**config.mk**
```make
export PLATFORM = sky130hd
export DESIGN_NAME = window_loader
export DESIGN_NICKNAME = d
export VERILOG_FILES = /design/src/rtl/window_loader.sv
export SDC_FILE = /design/constraint.sdc
export NUM_CORES = 1
export LEC_CHECK = 0
export BUFFER_PORTS_ARGS = -buffer_cell sky130_fd_sc_hd__buf_4
export CAP_MARGIN = 20
export CELL_PAD_IN_SITES_DETAIL_PLACEMENT = 1
export CELL_PAD_IN_SITES_GLOBAL_PLACEMENT = 2
export CORE_AREA = 3 3 314 316
export DETAILED_ROUTE_END_ITERATION = 10
export DIE_AREA = 0 0 317 319
export PLACE_DENSITY = 0.87
export SYNTH_ARGS = -nofsm -noshare
export SYNTH_HDL_FRONTEND = slang
export SYNTH_SLANG_ARGS = --single-unit
```
**constraint.sdc**
```tcl
create_clock -name clk -period 6.6 [get_ports clk]
set_input_delay 0.33 -clock clk [delete_from_list [all_inputs] [get_ports clk]]
set_output_delay 0.33 -clock clk [all_outputs]
set_load 0.05 [all_outputs]
```
**src/rtl/window_loader.sv**
```systemverilog
// window_loader
//   Collects an N x N window of pixel words arriving in raster order over a
//   valid/ready stream, then presents the whole window in parallel until the
//   consumer takes it.
//
// Ports
//   clk        sole clock, rising edge
//   rst_n      asynchronous active-low reset
//   start      begin filling a window (honoured in IDLE only)
//   flush      synchronous abort back to IDLE (highest priority)
//   pix_valid  upstream pixel beat valid
//   pix_ready  block accepts a pixel this cycle
//   pix_data   pixel word, row-major raster order
//   win_data   packed window, element (row j, col i) at slot N*j+i
//   win_valid  win_data holds a complete window
//   win_ready  consumer has taken the window
//   wr_row     row index of next slot to be written
//   wr_col     column index of next slot to be written
//
// state | meaning
// ------+-----------------------------------------------------------
// IDLE  | waiting for start; no beats accepted
// FILL  | accepting beats into slot N*wr_row+wr_col
// FULL  | window complete, win_valid high until consumer handshake

module window_loader #(
    parameter int DW = 16,
    parameter int N  = 7
) (
    input  logic              clk,
    input  logic              rst_n,
    input  logic              start,
    input  logic              flush,
    input  logic              pix_valid,
    output logic              pix_ready,
    input  logic [DW-1:0]     pix_data,
    output logic [DW*N*N-1:0] win_data,
    output logic              win_valid,
    input  logic              win_ready,
    output logic [2:0]        wr_row,
    output logic [2:0]        wr_col
);

    typedef enum logic [1:0] {
        IDLE = 2'd0,
        FILL = 2'd1,
        FULL = 2'd2
    } state_t;

    localparam logic [2:0] LAST_IDX = 3'(N - 1);

    state_t              state_q, state_d;
    logic [2:0]          row_q, row_d;
    logic [2:0]          col_q, col_d;
    logic [DW*N*N-1:0]   win_q, win_d;
    logic                accept;
    int                  slot;

    always_ff @(posedge clk or negedge rst_n) begin
        if (!rst_n) begin
            state_q <= IDLE;
            row_q   <= 3'd0;
            col_q   <= 3'd0;
            win_q   <= '0;
        end else begin
            state_q <= state_d;
            row_q   <= row_d;
            col_q   <= col_d;
            win_q   <= win_d;
        end
    end

    always_comb begin
        state_d   = state_q;
        row_d     = row_q;
        col_d     = col_q;
        win_d     = win_q;
        pix_ready = (state_q == FILL) && !flush;
        accept    = pix_valid && pix_ready;
        slot      = N * int'(row_q) + int'(col_q);

        if (flush) begin
            state_d = IDLE;
            row_d   = 3'd0;
            col_d   = 3'd0;
        end else begin
            unique case (state_q)
                IDLE: begin
                    if (start) state_d = FILL;
                end
                FILL: begin
                    if (accept) begin
                        win_d[slot*DW +: DW] = pix_data;
                        if (col_q == LAST_IDX) begin
                            col_d = 3'd0;
                            if (row_q == LAST_IDX) begin
                                row_d   = 3'd0;
                                state_d = FULL;
                            end else begin
                                row_d = row_q + 3'd1;
                            end
                        end else begin
                            col_d = col_q + 3'd1;
                        end
                    end
                end
                FULL: begin
                    // Old window stays in win_q and is overwritten slot by slot.
                    if (win_ready) state_d = FILL;
                end
                default: state_d = IDLE;
            endcase
        end
    end

    assign win_data  = win_q;
    assign win_valid = (state_q == FULL);
    assign wr_row    = row_q;
    assign wr_col    = col_q;

endmodule

```
## Yosys cells after proc, flatten, opt, wreduce, memory -nomap -nowiden

Index checks and enable logic that the tools add are counted.

- Flip-flop bits (word level): 792
- Output and inout port bits: 792
- Word-level logic and storage cells: 49

- Add/subtract/negate cells: 4
- Multiply operators: 1
- Eq/ne operators: 9
- Shift operators: 2
- Mux-type cells: 17
- Bitwise logic cells: 1
- Reduce and logical (&&, ||, !) cells: 11

Operators with widths:

| cell | count |
|---|---|
| bitwise mux 784 bit | 1 |
| variable shift 16 x 33 -> 784 bit, first input constant | 1 |
| variable part select 16 x 33 -> 784 bit | 1 |
| negator 11 -> 33 bit | 1 |
| 2-to-1 mux 3 bit | 9 |
| 2-to-1 mux 2 bit | 6 |
| inequality test 3 x 2 -> 1 bit, second input constant | 3 |
| adder 6 x 3 -> 7 bit | 1 |
| adder 3 x 1 -> 3 bit, second input constant | 2 |
| equality test 3 bit, second input constant | 2 |
| multiplier 3 x 3 -> 6 bit, first input constant | 1 |
| inequality test 3 bit, second input constant | 2 |
| case mux 2 bit (3 select lines) | 1 |
| AND reduction 3 bit | 2 |
| nonzero test 2 bit | 3 |
| AND reduction 5 bit | 1 |
| equality test 2 x 1 -> 1 bit, second input constant | 1 |
| equality test 2 bit, second input constant | 1 |
| logical AND 1 bit | 2 |
| zero test 2 bit | 1 |
| AND reduction 2 bit | 1 |
| zero test 1 bit | 1 |
| NOT 1 bit | 1 |

## Longest topological paths before layout

Gate-level depths: netlist of run 1.

- Depth after elaboration: 6
- Mapped depth: 19

## Least setup slack after synthesis of run 1

No wires, ideal clock.

- Kind: flip-flop to flip-flop
- Start point: reg row_q[0] (netlist: wr_row[0])
- End point: reg win_q[710] (netlist: win_data[710])
- Library setup time: 125 ps
- Data arrival time: 5184 ps
- Data required time: 6475 ps
- Slack: 1291 ps
- Cell stages (with the launch flop): 20
- Path buffers: 3
- Clock period less this slack: 5309 ps
- Path through: dfrtp_1 inv_1 ha_1 inv_1 ha_1 ha_1 fa_1 a211o_1 nor2b_4 nor2_1 nor3_1 ha_1 nand3_1 nor2_2 o211a_1 clkbuf_1 o21a_1 buf_2 buf_4 mux2_2

- Cells in the longest elaborated chain, start to end: 5
- Elaborated cells between the ends (all ways): 6

RTL lines:

| element | line | RTL |
|---|---|---|
| from (decl) | 53 | `logic [2:0] row_q, row_d;` |
| from (signal assigned) | 67 | `row_q <= row_d;` |
| multiplier 3 x 3 -> 6 bit * | 80 | `slot = N * int'(row_q) + int'(col_q);` |
| adder 6 x 3 -> 7 bit * | 80 |  |
| negator 11 -> 33 bit * | 93 | `win_d[slot*DW +: DW] = pix_data;` |
| variable part select 16 x 33 -> 784 bit / variable shift 16 x 33 -> 784 bit (equally long branches) | 93 |  |
| bitwise mux 784 bit * | 93 |  |
| to (signal assigned) | 69 | `win_q <= win_d;` |
| to (decl) | 55 | `logic [DW*N*N-1:0] win_q, win_d;` |

Mark *: on every way between the ends. The rest lies on a longest branch, timed or not.
A chain may end at the register's enable or synchronous reset.

## Worst setup path in the final report of run 1

- Start point: reg row_q[0] (netlist: wr_row[0])
- End point: reg win_q[711] (netlist: win_data[711])

The elaborated chain is that of the path after synthesis.

==> summary by stage, run 1 <==
Outcome
The run finished with clean final reports.

Detailed routing
The final antenna-violating net count is 0. The total DRC errors in the routed layout is 0. The sum of routed wire length over all layers is 130000 um. Dividing the detail-routed via count by the number of cells gives roughly 5.2. For this block, the initial DRC count from the detailed router was 1713. The number of iterations in the first detailed-routing pass is 4. The routed layout has between 20k and 25k vias. In the final routed layout, each cell accounts on average for ~28 um.

Flow run
The number of violations of the max-capacitance limit is 0.

Clock tree
The clock tree buffer depth is 3. Counting every sink on the clock net gives about 790. The clock tree from TritonCTS is yes. The clock latency of the later-clocked register in the worst-skew pair is about 0.67 ns. The CTS buffer count is 86.

The number of setup buffers added after CTS is 0. The register clock-pin slew on the reported worst setup and hold paths is ~0.070 ns. The number of levels in the clock H-tree is 3. The master cell of the clock root buffer is sky130_fd_sc_hd__clkbuf_16.

After clock tree synthesis, the repair step resized 0 gates.

GRT
The initial antenna violation count is 8. Across every metal layer, demand over resource in global routing totals 0.252. The first global-routing pass estimated 185000 um of wire. The via count of the first global-routing pass is about 25k.

The pin count of the biggest net entering global routing is between 150 and 200. Global routing finished with a remaining overflow of 0.

Finish
The sequential cell area is about 20000 um2. Counting the fill cells in the layout gives 10.2k. The fraction of final layout cells sized beyond drive strength 1 is 0.424. Summing all multi-input logic gate instances after layout gives about 11000 um2. The total non-filler cell area in the finished layout is 42000 um2. Once layout is complete, the cells apart from fillers number about 4.6k. For this run, the post-layout net count is around 3.3k. Relative to the synthesized area, the layout overhead comes to 32.8%. The final core utilization is 0.436.

Timing
At the pin with the least slew margin, the transition time is around 1.1 ns. The fmax is approximately 180 MHz. The worst-case clock skew is ~0.028 ns.

Summed over all failing endpoints, the final setup total negative slack is 0 ns. The final critical-path share of the clock period is 0.861. Setup violations remaining at the end of the flow were counted as 0. The worst path in the final design needs a cycle of between 5 and 6 ns, including I/O delays and setup. Setup repair after global routing left no endpoint under its margin.

The hold violation total from the final report was 0. The number of max-slew violations in the final report was 0. The relative slew slack is 0.266.

Worst setup path
For the worst flop-to-flop path, the logic depth is 17. STA classifies the critical path endpoint as a flop. The worst stage delay on the critical path is about 0.69 ns. The buffering stage count on the worst path with inverters included is 3. The startpoint identified for the worst register-to-register timing path is wr_row[0]. The critical register-to-register path endpoint is win_data[711]. The top fanout value on the critical path is 16. STA classifies the critical path startpoint as a flop. At the worst endpoint, the required time is just over 7 ns. The cell repeated most along the worst path is sky130_fd_sc_hd__ha_1. The class of the most critical setup path is reg -> reg. The signal arrival time at the worst endpoint is around 6.2 ns. The signal on the critical path passes through inv_1 > ha_1 > inv_1 > ha_1 > ha_1 > fa_1 > a211o_1 > a21oi_1 > nor2_1 > buf_4 > nor3_1 > ha_1 > nand3_1 > nor4b_1 > and3_1 > o21a_1 > mux2_2. The slowest cell on the critical path is sky130_fd_sc_hd__o21a_1. Among cell families on the critical path, the largest total delay comes from adder cells. The end point of the critical path is win_data[711].

The instance count on the critical path is 17. The timing startpoint of the critical path is wr_row[0]. Setup slack on the worst reg-to-reg path comes out at about 0.92 ns.

Synth
The share of synthesized registers carrying an async set or reset is 1.00. The number of enable flip-flop cells after synthesis is 0. After synthesis the cells add up to roughly 32000 um2. The per-instance average area after synthesis is 13.0 um2. By count the netlist is led by 792 x sky130_fd_sc_hd__dfrtp_1, 305 x sky130_fd_sc_hd__mux2_2, 243 x sky130_fd_sc_hd__o21ai_0. Yosys printed 0 warnings.

After synthesis the netlist holds a flip-flop and latch count of ~790. In the synthesized netlist the dominant register cell turns out to be sky130_fd_sc_hd__dfrtp_1. The most common cell in the synthesized netlist is sky130_fd_sc_hd__dfrtp_1.

The share of synthesized area occupied by flip-flops and latches is 0.627. Of the post-synthesis cell area, the dominant cell type holds 0.627. Synthesis produced between 2k and 2.5k cells.

The cell type with the largest total area after synthesis is sky130_fd_sc_hd__dfrtp_1. The number of nets in the synthesized netlist is between 2k and 2.5k. Yosys attributes the largest share of cell area to sky130_fd_sc_hd__dfrtp_1 63%, sky130_fd_sc_hd__mux2_2 11%, sky130_fd_sc_hd__o2bb2ai_1 4.8%, sky130_fd_sc_hd__o21ai_0 3.8%, sky130_fd_sc_hd__nand2_1 2.6%. The synthesized netlist contains 70 unique library cells.

Floorplan
The starting density of the core is 0.328. The die span in y is 319 um. The core footprint is a little under 100000 um2.

The number of top-level pins is 814. The number of placement rows is 114. The overall die width is between 300 and 400 um. The area of the die is between 100000 and 150000 um2.

Power
Summed over all cells, the static leakage comes to approximately 22 nW. The power density over the cells is 352 nW/um2. The worst-case IR drop observed on VDD is between 0.2 and 0.3 mV.

Placed design
The congestion estimate from routability-driven global placement came to approximately 0.86. The number of port buffers is ~810. The number of placed instances, taps included, is ~4.4k. The HPWL reported at the end of detailed placement is roughly 88000 um. In this run the cell area measured after placement is between 30000 and 40000 um2.

Min path
The worst hold path belongs to the class in -> reg.
logic make-up (layout without fill, tap and decap cells):
family | after synthesis | after routing | share of synthesized area
mux | 419 | 419 | 0.150
xor+xnor | 6 | 6 | 0.00210
other cells | 0 | 1 | 0
compound gates | 514 | 514 | 0.115
simple gates | 438 | 438 | 0.0642
buf+inv | 255 | 1106 | 0.0344
flops | 792 | 792 | 0.627
fa+ha+maj | 17 | 17 | 0.00768
through the flow:
step           total power [W]  hold WS (ns)  setup WS, ns
4_1_cts                 0.0149      0.000148         0.908
6_report                0.0148        0.0562         0.917
3_5_place_dp            0.0101         0.471         0.962
5_1_grt                 0.0154        0.0414         0.514
3_3_place_gp           0.00999         0.463          1.15
2_1_floorplan          0.00829        0.0344          1.29
layer usage:
layer  vias to the layer above  GRT usage  wire, um
met5                         -          0         0
met4                         0      0.130      7310
met3                       275     0.0568      8320
met2                       868      0.419     63000
met1                     12658      0.305     51200
li1                      10180          -         -
how the worst min path moves through the flow:
stage | from | end | slack (ns) | depth (start not counted)
final | start | state_q[0] | 0.06 | 5
after global placement | win_data[566] | win_data[566] | 0.46 | 2
after detailed placement | win_data[662] | win_data[662] | 0.47 | 2
after global routing | start | state_q[0] | 0.04 | 5
after floorplan | rst_n | state_q[0] | 0.03 | 0
after CTS | start | state_q[0] | 0.0001 | 5
area by class of cell:
type                            instances  area share
Clock buffer                          121      0.0577
Antenna cell                            1   0.0000596
Multi-Input combinational cell       1394       0.259
Clock inverter                         32     0.00817
Timing Repair Buffer                  873       0.158
Tap cell                             1276      0.0380
Inverter                               80     0.00715
Sequential cell                       792       0.472
registers in the layout (all words and copies together) (netlist names):
signal	count
win_data	784
wr_col	3
state_q	2
wr_row	3
cells in the final DEF, fill, tap and decap left out, types with 4 or more instances in the layout:
master,synthesis,layout
sky130_fd_sc_hd__nand4_1,5,5
sky130_fd_sc_hd__a211oi_4,5,5
sky130_fd_sc_hd__a21oi_1,4,4
sky130_fd_sc_hd__mux2_2,305,305
sky130_fd_sc_hd__nor2_1,82,79
sky130_fd_sc_hd__inv_1,80,80
sky130_fd_sc_hd__o211ai_1,4,4
sky130_fd_sc_hd__nand3_1,19,19
sky130_fd_sc_hd__a21o_1,7,7
sky130_fd_sc_hd__nor3_2,3,4
sky130_fd_sc_hd__o21ai_0,243,242
sky130_fd_sc_hd__clkinv_8,0,5
sky130_fd_sc_hd__o2bb2ai_1,174,174
sky130_fd_sc_hd__clkbuf_16,0,86
sky130_fd_sc_hd__dfrtp_1,792,792
sky130_fd_sc_hd__or2_2,5,5
sky130_fd_sc_hd__a211oi_1,4,4
sky130_fd_sc_hd__fa_1,4,4
sky130_fd_sc_hd__mux2_4,30,30
sky130_fd_sc_hd__nor2b_1,19,19
sky130_fd_sc_hd__buf_4,4,865
sky130_fd_sc_hd__or3_1,19,19
sky130_fd_sc_hd__clkbuf_1,110,21
sky130_fd_sc_hd__o21ai_1,10,4
sky130_fd_sc_hd__clkbuf_8,0,14
sky130_fd_sc_hd__o2111ai_2,1,5
sky130_fd_sc_hd__nand2_1,223,223
sky130_fd_sc_hd__o21ai_2,0,7
sky130_fd_sc_hd__bufinv_16,0,4
sky130_fd_sc_hd__mux2_1,11,11
sky130_fd_sc_hd__ha_1,13,13
sky130_fd_sc_hd__o211ai_2,7,5
sky130_fd_sc_hd__and2_1,20,19
sky130_fd_sc_hd__mux2i_1,73,73
sky130_fd_sc_hd__clkinv_2,0,15
sky130_fd_sc_hd__nor3b_1,4,4
sky130_fd_sc_hd__a22o_1,32,32
sky130_fd_sc_hd__nor3_1,11,9
worst reg2reg max path: stages (launching register included):
cell                      delay, ns
sky130_fd_sc_hd__dfrtp_1       0.49
sky130_fd_sc_hd__inv_1         0.13
sky130_fd_sc_hd__ha_1          0.32
sky130_fd_sc_hd__inv_1         0.05
sky130_fd_sc_hd__ha_1          0.26
sky130_fd_sc_hd__ha_1          0.23
sky130_fd_sc_hd__fa_1          0.51
sky130_fd_sc_hd__a211o_1       0.36
sky130_fd_sc_hd__a21oi_1       0.23
sky130_fd_sc_hd__nor2_1        0.07
sky130_fd_sc_hd__buf_4         0.19
sky130_fd_sc_hd__nor3_1        0.20
sky130_fd_sc_hd__ha_1          0.18
sky130_fd_sc_hd__nand3_1       0.17
sky130_fd_sc_hd__nor4b_1       0.47
sky130_fd_sc_hd__and3_1        0.54
sky130_fd_sc_hd__o21a_1        0.69
sky130_fd_sc_hd__mux2_2        0.43
repair_timing:
action | 4_1_cts | 5_1_grt
setup endpoints to repair | 0 | 0
hold buffers | 3 | 0
endpoints found under the hold margin | 106 | 0
where the power goes:
group          internal (W)  leakage, nW  switching, W  total [W]
Combinational       0.00110         9.61       0.00334    0.00444
Sequential          0.00527         10.7      0.000272    0.00554
Clock               0.00273         1.36       0.00206    0.00479
Total               0.00910         21.7       0.00568     0.0148
No activity file was read; power rests on OpenSTA's default activity.
==> run 2, diff against run 1 <==
--- a/config.mk
+++ b/config.mk
@@ -9,10 +9,11 @@
 export CAP_MARGIN = 20
 export CELL_PAD_IN_SITES_DETAIL_PLACEMENT = 1
 export CELL_PAD_IN_SITES_GLOBAL_PLACEMENT = 2
-export CORE_AREA = 3 3 314 316
+export CORE_ASPECT_RATIO = 0.75
+export CORE_MARGIN = 3
+export CORE_UTILIZATION = 35
 export DETAILED_ROUTE_END_ITERATION = 10
-export DIE_AREA = 0 0 317 319
-export PLACE_DENSITY = 0.87
+export PLACE_DENSITY = 0.91
 export SYNTH_ARGS = -nofsm -noshare
 export SYNTH_HDL_FRONTEND = slang
 export SYNTH_SLANG_ARGS = --single-unit
==> run 2 against run 1 <==
Compared with the run above: hold slack gained 0.0036 ns; flip-flop and latch count is the same; register-to-register slack lost 0.26 ns; routed wire length shrank 2.0%; critical path type unchanged; largest power group unchanged.
==> summary by stage, run 2 (synthesized netlist as in run 1, its figures left out) <==
Floorplan
The starting density of the core is 0.357 (was 0.328). The number of placement rows is 94 (was 114). The core footprint came to 88600 um2 (was 96300 um2).

The overall die width is 353 um (was 317 um). The number of top-level pins is 814 (unchanged). The area of the die is 94000 um2 (was 101000 um2). The die span in y is 266 um (was 319 um).

Placed design
The number of port buffers is 813 (unchanged). The cell count after placement is 4340 (was 4412). The last weighted congestion value of the routability-driven placer came to 0.860 (was 0.864). The placed instance area is 39100 um2 (was 39200 um2).

The post-placement setup slack is 0.712 ns (was 0.962 ns). The HPWL reported at the end of detailed placement is 86100 um (was 88500 um).

GRT
The via count of the first global-routing pass is 25.6k (was 25.3k). The total global routing track utilization is 0.263 (was 0.252). The initial antenna violation count is 8 (unchanged). The pin count of the biggest net entering global routing was 110 (was 153). The remaining global-route overflow came to 0 (unchanged).

The first-pass GRT wire length came to 184000 um (was 185000 um).

Finish
The number of flip-flops under the largest register name was 784 (unchanged). The sequential cell area is 19800 um2 (unchanged). The total of fill cells in the finished design is 9291 (was 10.2k). The final core utilization is 0.473 (was 0.436). Most used cells in the layout excluding fill and tap cells: 869 x sky130_fd_sc_hd__buf_4, 792 x sky130_fd_sc_hd__dfrtp_1, 305 x sky130_fd_sc_hd__mux2_2, 242 x sky130_fd_sc_hd__o21ai_0, 223 x sky130_fd_sc_hd__nand2_1 (was 865 x sky130_fd_sc_hd__buf_4, 792 x sky130_fd_sc_hd__dfrtp_1, 305 x sky130_fd_sc_hd__mux2_2, 242 x sky130_fd_sc_hd__o21ai_0, 223 x sky130_fd_sc_hd__nand2_1).

The area used by multi-input combinational logic is 10800 um2 (was 10900 um2). The fraction of final layout cells sized beyond drive strength 1 is 0.424 (about the same). The total non-filler cell area in the finished layout came to 41900 um2 (was 42000 um2). The commonest non-fill, non-tap cell in the layout is sky130_fd_sc_hd__buf_4 (unchanged).

The area overhead of the layout relative to synthesis is 32.6% (was 32.8%). The number of nets in the layout is 3268 (was 3266). The number of non-filler instances in the completed layout was 4501 (was 4569).

Clock tree
The CTS buffer count is 82 (was 86). The number of levels in the clock H-tree came to 3 (unchanged). The master cell of the clock root buffer is sky130_fd_sc_hd__clkbuf_16 (unchanged).

The clock tree from TritonCTS is yes (unchanged). The number of clock sinks is 792 (unchanged). The clock latency of the later-clocked register in the worst-skew pair is 0.65 ns (was 0.67 ns).

The register clock-pin slew on the reported worst setup and hold paths is 0.06 ns (was 0.07 ns). The clock tree buffer depth is 3 (unchanged). The post-CTS setup buffer count came to 0 (unchanged).

Detailed routing
The mean number of vias per cell is 5.32 (was 5.25). The sum of routed wire length over all layers is 127000 um (was 130000 um). The final antenna-violating net count came to 0 (unchanged). The average wire per standard cell is 28.3 um (was 28.4 um). The number of vias after detailed routing is 23.9k (was 24.0k). The total DRC errors in the routed layout came to 0 (unchanged). The DRC violation total after the first TritonRoute iteration is 1442 (was 1713).

The number of iterations in the first detailed-routing pass is 7 (was 4).

Worst setup path
The top fanout value on the critical path was 16 (unchanged). The class of the most critical setup path is reg -> reg (unchanged). The signal arrival time at the worst endpoint is 6.45 ns (was 6.21 ns). The slack of the worst reg-to-reg path is 0.66 ns (was 0.92 ns).

The critical path required time came to 7.10 ns (was 7.13 ns). The sort of element at the start of the critical path is a flop (unchanged). The type of destination of the critical path was a flop (unchanged).

Timing
RSZ-0062 raised after global routing: false (unchanged). The number of max-slew violations in the final report came to 0 (unchanged). The worst-case clock skew came to 0.0331 ns (was 0.0282 ns). The final critical-path share of the clock period is 0.900 (was 0.861). The hold violation total from the final report is 0 (unchanged). The transition time at the pin with the least slew margin is 1.12 ns (was 1.10 ns).

The final total negative setup slack was 0 ns (unchanged). The post-layout worst setup margin is 0.658 ns (was 0.917 ns). The total of endpoints with negative setup slack in the final report is 0 (unchanged). The clock period minus final worst setup slack came to 5.94 ns (was 5.68 ns). The fmax was 168 MHz (was 176 MHz). The relative slew slack is 0.255 (was 0.266).

Min path
The class of the tightest hold or removal check is in -> reg (unchanged).

Outcome
Run status: completed (unchanged).

Power
The maximum resistive drop on vdd came to 0.221 mV (was 0.280 mV). The total leakage power is 21.7 nW (about the same). The power density over the cells is 352 nW/um2 (about the same).

Flow run
The number of violations of the max-capacitance limit is 0 (unchanged).
[run 2: changes by cell type in the layout (fill, tap and decap cells not counted), sizes merged]
| cell | delta |
|---|---|
| buf | +7 |
| clkbuf | -4 |
| clkinv | +1 |
| clkinvlp | +1 |
| diode | +3 |
| dlygate4sd3 | -1 |
| inv | +1 |
[run 2: cell type report]
cell class                      instances  area share
Antenna cell                            4    0.000239
Multi-Input combinational cell       1394       0.259
Timing Repair Buffer                  879       0.160
Sequential cell                       792       0.473
Clock inverter                         35     0.00943
Clock buffer                          117      0.0562
Inverter                               80     0.00716
Tap cell                             1200      0.0358
[run 2: metal layers]
layer / vias up / track usage / part of all wire
met1: 12713 / 0.331 / 0.41
li1: 10175 / - / -
met2: 829 / 0.440 / 0.48
met5: - / 0 / 0.00024
met4: 4 / 0.0938 / 0.037
met3: 209 / 0.0699 / 0.071
[run 2: report_power, final]
| group | leakage [nW] | internal (W) | switching [W] | total, W |
|---|---|---|---|---|
| Sequential | 10.7 | 0.00527 | 0.000274 | 0.00554 |
| Clock | 1.35 | 0.00268 | 0.00208 | 0.00476 |
| Combinational | 9.66 | 0.00112 | 0.00333 | 0.00445 |
| Total | 21.7 | 0.00907 | 0.00568 | 0.0148 |
[run 2: worst paths after layout]
path / from / end / cells after the start
worst max-delay path: wr_row[0] / win_data[42] / 16
worst min-delay path: win_ready / state_q[1] / 4
worst max register to register: wr_row[0] / win_data[42] / 16
worst min register to register: win_data[671] / win_data[671] / 2
max in group asynchronous: rst_n / win_data[310] / 4
min in group asynchronous: rst_n / win_data[548] / 2
[run 2: what timing repair did]
item	4_1_cts	5_1_grt
endpoints found under the hold margin	102	0
hold buffers	2	0
gates resized for setup	0	0
setup endpoints to repair	0	0
[run 2: metrics by stage]
step / hold slack (ns) / total power [W]
4_1_cts: 0.0166 / 0.0148
5_1_grt: 0.0480 / 0.0153
6_report: 0.0599 / 0.0148
2_1_floorplan: 0.0344 / 0.00829
3_5_place_dp: 0.465 / 0.0101
3_3_place_gp: 0.461 / 0.00998
[run 2: critical path: stages, from the launching register on]
cell,delay [ns]
sky130_fd_sc_hd__dfrtp_1,0.50
sky130_fd_sc_hd__inv_1,0.14
sky130_fd_sc_hd__ha_1,0.33
sky130_fd_sc_hd__inv_1,0.05
sky130_fd_sc_hd__ha_1,0.26
sky130_fd_sc_hd__ha_1,0.23
sky130_fd_sc_hd__fa_1,0.51
sky130_fd_sc_hd__a211o_1,0.37
sky130_fd_sc_hd__nor2b_4,0.15
sky130_fd_sc_hd__nor2_1,0.11
sky130_fd_sc_hd__buf_4,0.19
sky130_fd_sc_hd__nor3_1,0.07
sky130_fd_sc_hd__ha_1,0.23
sky130_fd_sc_hd__nor3_1,0.40
sky130_fd_sc_hd__nor4bb_2,0.95
sky130_fd_sc_hd__nand4_2,0.76
sky130_fd_sc_hd__mux2_1,0.55
